## src/rtl/vga_pkg.sv

```systemverilog
// Shared VGA timing package: default 640x480@60 constants, polarity encoding,
// control-bit bundle carried through the renderer-latency delay line.
package vga_pkg;

  localparam int unsigned VGA_H_ACTIVE  = 640;
  localparam int unsigned VGA_H_FP      = 16;
  localparam int unsigned VGA_H_SYNC    = 96;
  localparam int unsigned VGA_H_BP      = 48;
  localparam int unsigned VGA_V_ACTIVE  = 480;
  localparam int unsigned VGA_V_FP      = 10;
  localparam int unsigned VGA_V_SYNC    = 2;
  localparam int unsigned VGA_V_BP      = 33;
  localparam int unsigned VGA_CLK_DIV   = 4;
  localparam int unsigned VGA_PIPE      = 2;
  localparam int unsigned VGA_MAX_PIPE  = 8;
  localparam int unsigned VGA_MAX_TOTAL = 1024;

  typedef enum logic {
    POL_ACTIVE_LOW  = 1'b0,
    POL_ACTIVE_HIGH = 1'b1
  } sync_pol_e;

  typedef struct packed {
    logic hs;
    logic vs;
    logic video;
  } sync_bits_t;

  function automatic int unsigned h_total(input int unsigned act, input int unsigned fp,
                                          input int unsigned sync, input int unsigned bp);
    return act + fp + sync + bp;
  endfunction

  function automatic int unsigned v_total(input int unsigned act, input int unsigned fp,
                                          input int unsigned sync, input int unsigned bp);
    return act + fp + sync + bp;
  endfunction

  // Counter width for a 0..n-1 range, never narrower than one bit.
  function automatic int unsigned clog2_min1(input int unsigned n);
    int unsigned w;
    w = 1;
    while ((32'd1 << w) < n) w++;
    return w;
  endfunction

endpackage

```

## src/rtl/vga_sync_delay.sv

```systemverilog
// Tick-enabled shift register aligning hsync/vsync/video_on with renderer colour.
// PIPE=0 degenerates to a wire.
module vga_sync_delay
  import vga_pkg::*;
#(
  parameter int unsigned PIPE = VGA_PIPE
) (
  input  logic       clk_nexys,
  input  logic       reset,
  input  logic       tick,
  input  sync_bits_t d,
  output sync_bits_t q
);

  if (PIPE == 0) begin : g_bypass
    logic unused_ctrl;
    assign unused_ctrl = &{1'b0, clk_nexys, reset, tick};
    assign q = d;
  end else begin : g_pipe
    sync_bits_t stage [PIPE];

    always_ff @(posedge clk_nexys) begin
      if (reset) begin
        for (int unsigned i = 0; i < PIPE; i++) stage[i] <= '0;
      end else if (tick) begin
        stage[0] <= d;
        for (int unsigned i = 1; i < PIPE; i++) stage[i] <= stage[i-1];
      end
    end

    assign q = stage[PIPE-1];
  end

endmodule

```

## src/rtl/vga_ctrl_param.sv

```systemverilog
// Parametrised VGA raster controller: pixel divider, h/v counters, sync/blank
// generation and renderer-latency compensation ahead of the pin registers.
module vga_ctrl_param
  import vga_pkg::*;
#(
  parameter int unsigned H_ACTIVE = VGA_H_ACTIVE,
  parameter int unsigned H_FP     = VGA_H_FP,
  parameter int unsigned H_SYNC   = VGA_H_SYNC,
  parameter int unsigned H_BP     = VGA_H_BP,
  parameter int unsigned V_ACTIVE = VGA_V_ACTIVE,
  parameter int unsigned V_FP     = VGA_V_FP,
  parameter int unsigned V_SYNC   = VGA_V_SYNC,
  parameter int unsigned V_BP     = VGA_V_BP,
  parameter int unsigned CLK_DIV  = VGA_CLK_DIV,
  parameter logic        HS_POL   = POL_ACTIVE_LOW,
  parameter logic        VS_POL   = POL_ACTIVE_LOW,
  parameter int unsigned RGB_W    = 12,
  parameter int unsigned PIPE     = VGA_PIPE,
  parameter logic [RGB_W-1:0] RESET_COLOR = '1
) (
  input  logic             clk_nexys,
  input  logic             reset,
  input  logic [RGB_W-1:0] rgb_in,
  output logic             pix_tick,
  output logic [9:0]       pixel_x,
  output logic [9:0]       pixel_y,
  output logic             video_on,
  output logic             line_start,
  output logic             frame_start,
  output logic             hsync,
  output logic             vsync,
  output logic [RGB_W-1:0] color_salida
);

  localparam int unsigned H_TOTAL = h_total(H_ACTIVE, H_FP, H_SYNC, H_BP);
  localparam int unsigned V_TOTAL = v_total(V_ACTIVE, V_FP, V_SYNC, V_BP);
  localparam int unsigned DIV_W   = clog2_min1(CLK_DIV);

  if (CLK_DIV < 1 || PIPE > VGA_MAX_PIPE || H_TOTAL > VGA_MAX_TOTAL || V_TOTAL > VGA_MAX_TOTAL)
  begin : g_bad_params
    $error("vga_ctrl_param: illegal CLK_DIV, PIPE or frame size");
  end

  localparam logic [DIV_W-1:0] DIV_LAST = DIV_W'(CLK_DIV - 1);
  localparam logic [9:0] H_LAST   = 10'(H_TOTAL - 1);
  localparam logic [9:0] V_LAST   = 10'(V_TOTAL - 1);
  localparam logic [9:0] H_VIS    = 10'(H_ACTIVE);
  localparam logic [9:0] V_VIS    = 10'(V_ACTIVE);
  localparam logic [9:0] HS_START = 10'(H_ACTIVE + H_FP);
  localparam logic [9:0] HS_END   = 10'(H_ACTIVE + H_FP + H_SYNC);
  localparam logic [9:0] VS_START = 10'(V_ACTIVE + V_FP);
  localparam logic [9:0] VS_END   = 10'(V_ACTIVE + V_FP + V_SYNC);

  logic [DIV_W-1:0] div_cnt;
  logic             wrap_x;
  logic             wrap_y;
  sync_bits_t       ctrl_raw;
  sync_bits_t       ctrl_dly;

  always_ff @(posedge clk_nexys) begin
    if (reset) begin
      div_cnt <= '0;
    end else if (div_cnt == DIV_LAST) begin
      div_cnt <= '0;
    end else begin
      div_cnt <= div_cnt + DIV_W'(1);
    end
  end

  // Gated by reset so CLK_DIV=1 still shows no tick while reset is held.
  assign pix_tick    = ~reset & (div_cnt == DIV_LAST);
  assign wrap_x      = (pixel_x == H_LAST);
  assign wrap_y      = (pixel_y == V_LAST);
  assign line_start  = pix_tick & wrap_x;
  assign frame_start = line_start & wrap_y;

  always_ff @(posedge clk_nexys) begin
    if (reset) begin
      pixel_x <= '0;
      pixel_y <= '0;
    end else if (pix_tick) begin
      if (wrap_x) begin
        pixel_x <= '0;
        pixel_y <= wrap_y ? '0 : pixel_y + 10'd1;
      end else begin
        pixel_x <= pixel_x + 10'd1;
      end
    end
  end

  assign video_on       = (pixel_x < H_VIS) && (pixel_y < V_VIS);
  assign ctrl_raw.hs    = (pixel_x >= HS_START) && (pixel_x < HS_END);
  assign ctrl_raw.vs    = (pixel_y >= VS_START) && (pixel_y < VS_END);
  assign ctrl_raw.video = video_on;

  vga_sync_delay #(
    .PIPE (PIPE)
  ) u_sync_delay (
    .clk_nexys (clk_nexys),
    .reset     (reset),
    .tick      (pix_tick),
    .d         (ctrl_raw),
    .q         (ctrl_dly)
  );

  always_ff @(posedge clk_nexys) begin
    if (reset) begin
      hsync        <= ~HS_POL;
      vsync        <= ~VS_POL;
      color_salida <= RESET_COLOR;
    end else if (pix_tick) begin
      hsync        <= ~(ctrl_dly.hs ^ HS_POL);
      vsync        <= ~(ctrl_dly.vs ^ VS_POL);
      color_salida <= ctrl_dly.video ? rgb_in : '0;
    end
  end

endmodule
```

## config.mk

```make
export PLATFORM = sky130hd
export DESIGN_NAME = vga_ctrl_param
export DESIGN_NICKNAME = d
export VERILOG_FILES = /design/src/rtl/vga_pkg.sv /design/src/rtl/vga_sync_delay.sv /design/src/rtl/vga_ctrl_param.sv
export SDC_FILE = /design/constraint.sdc
export NUM_CORES = 1
export LEC_CHECK = 0
export ABC_AREA = 1
export CAP_MARGIN = 20
export CORE_ASPECT_RATIO = 1.4
export CORE_UTILIZATION = 52
export DETAILED_ROUTE_END_ITERATION = 10
export PLACE_DENSITY_LB_ADDON = 0.2
export SYNTH_ARGS = -nofsm -noshare
export SYNTH_HDL_FRONTEND = slang
export SYNTH_SLANG_ARGS = --single-unit
```

## constraint.sdc

```tcl
create_clock -name clk_nexys -period 3.3 [get_ports clk_nexys]
set_input_delay 0.66 -clock clk_nexys [delete_from_list [all_inputs] [get_ports clk_nexys]]
set_output_delay 0.66 -clock clk_nexys [all_outputs]
set_load 0.05 [all_outputs]
```

==> results_dict.tcl, run 1 <==
set metrics [dict create \
    ios 52 \
    leakagePower_nw 1.066 \
    switching_share 0.2591 \
    cap_violations 0 \
    ys_seq_area_frac 0.4366 \
    route.detailed.drc 0 \
    cts_tree "done" \
    end_kind "output pin" \
    power_density_nw_per_um2 361.6 \
    n_antenna_cell 0 \
    synth_xor_area_frac 0.02122 \
    synth_area_um2 2063 \
    multi_input_area_um2 943.4 \
    r2r_cells 9 \
    synth-adder-area-share 0.03032 \
    cpMaxStageDelayCell "clkdlybuf4s50_1" \
    num_vias 1930 \
    ant_nets 0 \
    die_y_um 76.53 \
    power_frac_comb 0.120 \
    layout_min_cycle_time_ns 2.595 \
    grt_max_degree 25 \
    fillers 320 \
    regArea_um2 900.9 \
    netSwitchingPower_w 0.0002555 \
    nNetsFinal 363 \
    synth-seq-cells 42 \
    post-cts-setup-buffers 0 \
    cp-startpoint "pixel_x[8]$_SDFFE_PP0N_" \
    required_ns 2.64 \
    regToRegStartpoint "div_cnt[0]$_SDFF_PP0_" \
    intPower_w 0.0007307 \
    cpMostUsedCell "inv_1" \
    port-buffer-count 51 \
    synth-simple-area-share 0.3226 \
    routed_wl_mm 4.368 \
    tightest_slew_ns 0.6816 \
    design.core.area_um2 3709 \
    worst_r2r_endpoint "pixel_x[9]$_SDFFE_PP0N_" \
    synth-edff-count 6 \
    place_congestion 0.9251 \
    cp_cell_sequence "inv_1 -> nand3_1 -> nand4_1 -> inv_1 -> clkdlybuf4s50_1" \
    min_path_type "register to register" \
    grt_pass1_wl_mm 7.300 \
    cts_made_buffers 5 \
    min_period_over_period 0.7864 \
    slowest_delay_ns 0.81 \
    hold_violations 0 \
    cp-endpoint "video_on" \
    vdd_drop_max_mv 0.3780 \
    cts_hold_buf 0 \
    syn_nets 309 \
    synth_compound_area_frac 0.08308 \
    drt_iter0_markers 69 \
    cts_resized 0 \
    outcome "finished clean" \
    via_per_inst 4.987 \
    path_clk_slew_ns 0.08 \
    dp_hpwl_mm 3.230 \
    syn-instance-count 290 \
    async_reset_ff_frac 0 \
    fmax_mhz 385.4 \
    post-place-ws_ns 0.8070 \
    die_area_um2 4227 \
    synth_top_family_by_area "simple AND/OR/NAND/NOR gates" \
    drive_above_1_share 0.08116 \
    routedWlPerCell_um 11.29 \
    yosys_warnings 0 \
    die_w_um 55.24 \
    grt_overflow_total 0 \
    floorplan.rows 26 \
    timing.clock.skew_ns 0.004515 \
    clockPowerShare 0.324 \
    synth_cell_types 28 \
    clockBufferDepth 2 \
    antenna_found_initial 0 \
    maxSlewViolCount 0 \
    cts-root-buf "clkbuf_8" \
    arrival_ns 1.94 \
    htreeDepth 2 \
    syn_area_per_cell_um2 7.115 \
    setup_tns_ns 0 \
    synth_flop_cell "dfxtp_1" \
    synth_mux_area_frac 0 \
    clock_sinks 42 \
    p_seq_frac 0.555 \
    area_growth_pct 32.20 \
    dpl_cell_area_um2 2641 \
    relSlewSlack 0.5445 \
    grt_pass1_vias 1742 \
    track_usage 0.2125 \
    rsz0062_at_grt "false" \
    setup_viol 0 \
    crit_fanout 6 \
    cp-start-kind "register" \
    worst_slack_ns 0.7050 \
    dr.pass1.iters 4 \
    regToRegSetupSlack_ns 1.68 \
    clock_latency_ns 0.29 \
    start_util 0.5563 \
    stdcell_area_um2 2728 \
    worst-setup-path-type "register to output pin" \
]
-- metrics by stage --
stage / cells / util / total power [W] / hold WS, ns
final: 387 / 0.7355 / 0.0009862 / 0.4264
after global routing: 387 / 0.7355 / 0.001023 / 0.4621
after CTS: 387 / 0.7355 / 0.0009970 / 0.4297
after detailed placement: 379 / 0.7122 / 0.0006789 / 0.4178
after global placement: 379 / 0.7122 / 0.0006768 / 0.4081
after floorplan: 290 / - / 0.0006304 / 0.3992
-- kinds of logic after synthesis --
logic type	after synthesis
compound gates	32
xor+xnor	5
simple gates	150
flops	42
buf+inv	56
fa+ha+maj	5
-- critical path: cells and delay by family, from the launching register on --
family                 cells  cell delay (ns)
buffers and inverters      3             0.97
and+or+nand+nor            2             0.25
DFF                        1             0.42
-- sequential cells by signal, summed over array words and instances (netlist names) --
name and count:
color_salida 12, vsync 1, u_sync_delay.g_pipe.stage 6, hsync 1
pixel_x 10, div_cnt 2, pixel_y 10
-- worst min path at each step --
stage                     startpoint                    end  slack, ns  depth (start not counted)
6_report       div_cnt[0]$_SDFF_PP0_  div_cnt[0]$_SDFF_PP0_       0.43                          1
4_1_cts        div_cnt[0]$_SDFF_PP0_  div_cnt[0]$_SDFF_PP0_       0.43                          1
2_1_floorplan  div_cnt[0]$_SDFF_PP0_  div_cnt[0]$_SDFF_PP0_       0.40                          1
3_5_place_dp   div_cnt[0]$_SDFF_PP0_  div_cnt[0]$_SDFF_PP0_       0.42                          1
3_3_place_gp   div_cnt[0]$_SDFF_PP0_  div_cnt[0]$_SDFF_PP0_       0.41                          1
5_1_grt        div_cnt[0]$_SDFF_PP0_  div_cnt[0]$_SDFF_PP0_       0.46                          1
-- layout make-up --
type	instances	share of cell area
clock buffers	6	0.02661
clock inverters	2	0.005046
inverters	50	0.06927
multi-input cells	192	0.3459
flip-flops and latches	42	0.3303
well taps	42	0.01927
repair buffers	53	0.2037
-- Yosys cell counts (all sizes together) (2+ instances only) --
cell     n  area share
nand4    7       0.029
edfxtp   6       0.087
o21ai   19       0.046
clkbuf   2      0.0036
nand3   16       0.039
nor2    40       0.090
xnor2    2      0.0085
a21oi    9       0.022
buf      4       0.011
nand2   84        0.16
inv     49       0.089
xor2     3       0.013
dfxtp   36        0.35
ha       5       0.030
-- power groups by stage --
stage               Combinational, W  Sequential, W  Clock (W)
floorplan                  0.0000358       0.000595          0
global route                0.000127       0.000550   0.000346
detailed placement          0.000119       0.000559          0
global placement            0.000118       0.000559          0
CTS                         0.000120       0.000548   0.000329
finish                      0.000119       0.000548   0.000320
-- cell usage in the layout (no fill, tap or decap), drive strengths merged --
cell / n
o21bai: 1
a21o: 1
dfxtp: 36
nand2: 84
clkinv: 3
a2111oi: 1
nor3b: 1
nor3: 1
o21ai: 19
buf: 5
a21oi: 9
clkdlybuf4s50: 48
inv: 49
nor2: 40
nand3: 16
clkbuf: 6
ha: 5
edfxtp: 6
o211ai: 1
nand4: 7
xor2: 3
xnor2: 2
nor4: 1
-- routing by layer --
layer / wire length [µm] / GRT usage
met1: 1820 / 0.2339
met2: 2277 / 0.3892
met3: 200 / 0.03905
met4: 70 / 0.09250
met5: 0 / 0
Power figures use the tool's default switching activity.
==> inputs of run 2 (changes only) <==
--- a/config.mk
+++ b/config.mk
@@ -8,7 +8,7 @@
 export ABC_AREA = 1
 export CAP_MARGIN = 20
 export CORE_ASPECT_RATIO = 1.4
-export CORE_UTILIZATION = 52
+export CORE_UTILIZATION = 49
 export DETAILED_ROUTE_END_ITERATION = 10
 export PLACE_DENSITY_LB_ADDON = 0.2
 export SYNTH_ARGS = -nofsm -noshare
==> constraint.sdc (replaced) <==
create_clock -name clk_nexys -period 2.55 [get_ports clk_nexys]
set_input_delay 0.51 -clock clk_nexys [delete_from_list [all_inputs] [get_ports clk_nexys]]
set_output_delay 0.51 -clock clk_nexys [all_outputs]
set_load 0.05 [all_outputs]
==> run 2 against run 1 <==
  * The flow now finishes with violations (design-rule violations)
  * Power grew 40%
  * Via count rose by 1.7%
  * Critical endpoint unchanged
  * Clock skew grew 0.00076 ns
  * Sequential power increased by 29%
  * Global-route usage increased by 0.63 points
  * Core utilization shrank 4.2 points
  * Flip-flop and latch count unchanged
  * Largest power group unchanged
  * Sequential share of layout area is 0.45 points lower
  * Final cell count up 0.52%
==> results_dict.tcl, run 2 (synthesized netlist as in run 1, its figures left out) <==
set metrics [dict create \
    layout_min_cycle_time_ns 2.467 \
    final_common_cell "nand2_1" \
    n_antenna_cell 0 \
    tightest_slew_ns 0.5311 \
    regToRegSetupSlack_ns 0.92 \
    arrival_ns 1.96 \
    start_util 0.5176 \
    cap_violations 0 \
    routed_wl_mm 4.481 \
    worst_slack_ns 0.08349 \
    regArea_um2 900.9 \
    worst_r2r_endpoint "pixel_y[5]$_SDFFE_PP0P_" \
    min_period_over_period 0.9673 \
    path_clk_slew_ns 0.08 \
    port-buffer-count 51 \
    min_path_type "register to register" \
    worstHoldPathCells 1 \
    post-place-ws_ns 0.3074 \
    slowest_delay_ns 0.71 \
    ios 52 \
    cts_made_buffers 5 \
    dp_hpwl_mm 3.299 \
    cts_hold_buf 0 \
    clock_latency_ns 0.29 \
    floorplan.rows 27 \
    area_growth_pct 34.02 \
    fmax_mhz 405.4 \
    cpMostUsedCell "nand4_1" \
    design.core.area_um2 3986 \
    cpMaxStageDelayCell "clkdlybuf4s50_1" \
    setup_viol 0 \
    grt_max_degree 25 \
    hp-start "div_cnt[0]$_SDFF_PP0_" \
    drt_iter0_markers 108 \
    cp_num_buf_inv 2 \
    dr.pass1.iters 7 \
    via_per_inst 5.044 \
    maxSlewViolCount 0 \
    outcome "finished with violations" \
    vdd_drop_max_mv 0.5986 \
    grt_pass1_wl_mm 7.734 \
    rsz0062_at_grt "false" \
    antenna_found_initial 0 \
    clock_sinks 42 \
    cp-start-kind "register" \
    end_kind "output pin" \
    cts_resized 0 \
    regToRegStartpoint "div_cnt[0]$_SDFF_PP0_" \
    htreeDepth 2 \
    grt_pass1_vias 1785 \
    fillers 336 \
    holdPathEnd "div_cnt[0]$_SDFF_PP0_" \
    power_density_nw_per_um2 499.7 \
    die_area_um2 4478 \
    nNetsFinal 364 \
    required_ns 2.04 \
    grt_overflow_total 0 \
    setup_tns_ns 0 \
    routedWlPerCell_um 11.52 \
    crit_fanout 8 \
    leakagePower_nw 1.077 \
    post-cts-setup-buffers 0 \
    r2r_cells 8 \
    die_w_um 56.84 \
    relSlewSlack 0.6448 \
    cp_cell_sequence "nand4_1 -> nand4_1 -> inv_1 -> clkdlybuf4s50_1" \
    worst-setup-path-type "register to output pin" \
    route.detailed.drc 4 \
    crit_family "buffers and inverters" \
    violations "design-rule violations" \
    die_y_um 78.78 \
    num_vias 1962 \
    ant_nets 0 \
    top_regs "color_salida: 12 flops, pixel_x: 10 flops, pixel_y: 10 flops" \
    track_usage 0.2189 \
    drive_above_1_share 0.08671 \
    cts_tree "done" \
    clockBufferDepth 2 \
    cp.depth 4 \
    place_congestion 0.9255 \
    multi_input_area_um2 948.4 \
    largest_reg_flops 12 \
    final_util 0.6937 \
    timing.clock.skew_ns 0.005276 \
    hold_violations 0 \
    final_cell_mix "nand2_1 (81), clkdlybuf4s50_1 (48), inv_1 (46)" \
    cts-root-buf "clkbuf_8" \
    top_register "color_salida" \
]
[run 2: final cells by class]
type / count / area share
repair buffers: 54 / 0.2036
clock inverters: 2 / 0.01357
inverters: 50 / 0.06833
clock buffers: 6 / 0.02624
well taps: 43 / 0.01946
multi-input cells: 192 / 0.3430
flip-flops and latches: 42 / 0.3258
[run 2: layer usage]
layer  GRT usage  up-vias  part of all wire
met5           0        -                 0
met4     0.07805        0             0.020
met3     0.04397        9             0.042
met2      0.4036       51              0.52
met1      0.2466      893              0.42
li1            -     1009                 -
[run 2: power breakdown]
| part | switching [W] | leakage [nW] | internal (W) |
|---|---|---|---|
| sequential | 0.0000121 | 0.354 | 0.000695 |
| combinational | 0.0000979 | 0.671 | 0.0000588 |
| clock | 0.000226 | 0.0514 | 0.000292 |
[run 2: worst max-delay path by stage]
stage          slack (ns)               startpoint     endpoint
6_report             0.08  pixel_y[5]$_SDFFE_PP0P_     video_on
5_1_grt             0.006  pixel_y[5]$_SDFFE_PP0P_     video_on
4_1_cts              0.08  pixel_y[5]$_SDFFE_PP0P_     video_on
3_5_place_dp         0.31                    reset  frame_start
3_3_place_gp         0.34                    reset     pix_tick
2_1_floorplan        0.17  pixel_x[8]$_SDFFE_PP0N_  frame_start
[run 2: per-stage QoR]
| stage | std cells | instance area, µm² | hold slack, ns | power (W) |
|---|---|---|---|---|
| 2_1_floorplan | 290 | 2068 | 0.3992 | 0.0008158 |
| 5_1_grt | 389 | 2765 | 0.4692 | 0.001443 |
| 4_1_cts | 389 | 2765 | 0.4299 | 0.001399 |
| 3_3_place_gp | 381 | 2655 | 0.4096 | 0.0008778 |
| 3_5_place_dp | 381 | 2655 | 0.4189 | 0.0008803 |
| 6_report | 389 | 2765 | 0.4259 | 0.001382 |
==> inputs of run 3 (changes only) <==
--- a/config.mk
+++ b/config.mk
@@ -8,6 +8,7 @@
 export ABC_AREA = 1
 export CAP_MARGIN = 20
 export CORE_ASPECT_RATIO = 1.4
+export CORE_MARGIN = 2
 export CORE_UTILIZATION = 49
 export DETAILED_ROUTE_END_ITERATION = 10
 export PLACE_DENSITY_LB_ADDON = 0.2
==> run 3 against run 2 <==
  * The run still ends with design-rule violations left
  * First-iteration DRC count decreased by 13%
  * Maximum frequency increased by 0.65%
  * Clock power barely moved
  * Wire length is 1.2% higher
  * Register-to-register slack about the same
  * Combinational power about the same
  * Critical path type unchanged
  * Via count grew 0.56%
  * Non-clock buffer count stayed put
  * Die area grew 6.1%
  * Largest cell class unchanged
  * Clock skew about the same
==> results_dict.tcl, run 3 (synthesized netlist as in run 1, its figures left out) <==
set metrics [dict create \
    setup_tns_ns 0 \
    clock_sinks 42 \
    post-cts-setup-buffers 0 \
    antenna_found_initial 0 \
    wl_met2_mm 2.341 \
    cp_cell_sequence "nand4_1 -> nand4_1 -> inv_1 -> clkdlybuf4s50_1" \
    die_y_um 80.78 \
    min_path_type "register to register" \
    die_w_um 58.84 \
    htreeDepth 2 \
    hp-start "div_cnt[0]$_SDFF_PP0_" \
    arrival_ns 1.94 \
    slowest_delay_ns 0.70 \
    largest_reg_flops 12 \
    vdd_drop_max_mv 0.4723 \
    final_cell_mix "nand2_1 (81), clkdlybuf4s50_1 (48), inv_1 (46)" \
    routedWlPerCell_um 11.65 \
    cts_tree "done" \
    violations "design-rule violations" \
    cts_resized 0 \
    hold_violations 0 \
    met1Wirelength_mm 1.960 \
    grt_pass1_wl_mm 7.879 \
    floorplan.rows 27 \
    drt_iter0_markers 94 \
    grt_max_degree 25 \
    finalPower_w 0.001385 \
    grt_pass1_vias 1826 \
    n_antenna_cell 0 \
    power_density_nw_per_um2 500.8 \
    track_usage 0.2120 \
    dpl_cell_area_um2 2655 \
    regToRegSetupSlack_ns 0.92 \
    path_clk_slew_ns 0.08 \
    cap_violations 0 \
    clock_latency_ns 0.29 \
    die_area_um2 4753 \
    start_util 0.5176 \
    grt_overflow_total 0 \
    place_congestion 0.9122 \
    end_kind "output pin" \
    regToRegStartpoint "div_cnt[0]$_SDFF_PP0_" \
    top_regs "color_salida: 12 flops, pixel_x: 10 flops, pixel_y: 10 flops" \
    rsz0062_at_grt "false" \
    required_ns 2.04 \
    cts_hold_buf 0 \
    setup_viol 0 \
    route.detailed.drc 1 \
    routed_wl_mm 4.533 \
    worst-setup-path-type "register to output pin" \
    timing.clock.skew_ns 0.004947 \
    clockBufferDepth 2 \
    cpMostUsedCell "nand4_1" \
    hold_slack_ns 0.4351 \
    crit_family "buffers and inverters" \
    cp-start-kind "register" \
    port-buffer-count 51 \
    layout_min_cycle_time_ns 2.451 \
    cts_made_buffers 5 \
    design.core.area_um2 3986 \
    cpMaxStageDelayCell "clkdlybuf4s50_1" \
    maxSlewViolCount 0 \
    ant_nets 0 \
    area_growth_pct 34.02 \
    nNetsFinal 364 \
    drive_above_1_share 0.08671 \
    top_register "color_salida" \
    cts-root-buf "clkbuf_8" \
    wl_met3_um 152 \
    cp-startpoint "pixel_y[5]$_SDFFE_PP0P_" \
    via_per_inst 5.072 \
    min_period_over_period 0.9610 \
    crit_fanout 8 \
    dp_hpwl_mm 3.370 \
    ios 52 \
    stdcell_area_um2 2765 \
    tightest_slew_ns 0.5214 \
    cp_num_buf_inv 2 \
    fmax_mhz 408.1 \
    final_common_cell "nand2_1" \
    maxUsedRoutingLayer "met4" \
    outcome "finished with violations" \
    num_vias 1973 \
    dr.pass1.iters 7 \
    relSlewSlack 0.6513 \
    leakagePower_nw 1.077 \
]
run 3: layer usage:
metal,vias up,global-route usage
met5,-,0
met4,0,0.07727
met3,8,0.03822
met2,40,0.3756
met1,917,0.2513
li1,1008,-
run 3: metrics by stage:
stage | setup slack [ns] | cells | util
2_1_floorplan | 0.1708 | 290 | -
3_3_place_gp | 0.3032 | 381 | 0.6660
3_5_place_dp | 0.2738 | 381 | 0.6660
4_1_cts | 0.09249 | 389 | 0.6937
5_1_grt | 0.02026 | 389 | 0.6937
6_report | 0.09940 | 389 | 0.6937
run 3: layout make-up:
| type | instances | area [µm²] |
|---|---|---|
| Clock buffer | 6 | 72.57 |
| Clock inverter | 2 | 37.54 |
| Fill cell | 356 | 1221 |
| Inverter | 50 | 188.9 |
| Multi-Input combinational cell | 192 | 948.4 |
| Sequential cell | 42 | 900.9 |
| Tap cell | 43 | 53.80 |
| Timing Repair Buffer | 54 | 563.0 |
run 3: final timing paths:
kind,end,cells after the start
setup reg to reg,pixel_x[9]$_SDFFE_PP0N_,9
hold / removal,div_cnt[0]$_SDFF_PP0_,1
setup / recovery,video_on,4
hold reg to reg,div_cnt[0]$_SDFF_PP0_,1
run 3: power breakdown:
part	internal (W)	total [W]	switching, W
sequential	0.000695	0.000708	0.0000126
clock	0.000292	0.000520	0.000228
combinational	0.0000590	0.000157	0.0000984
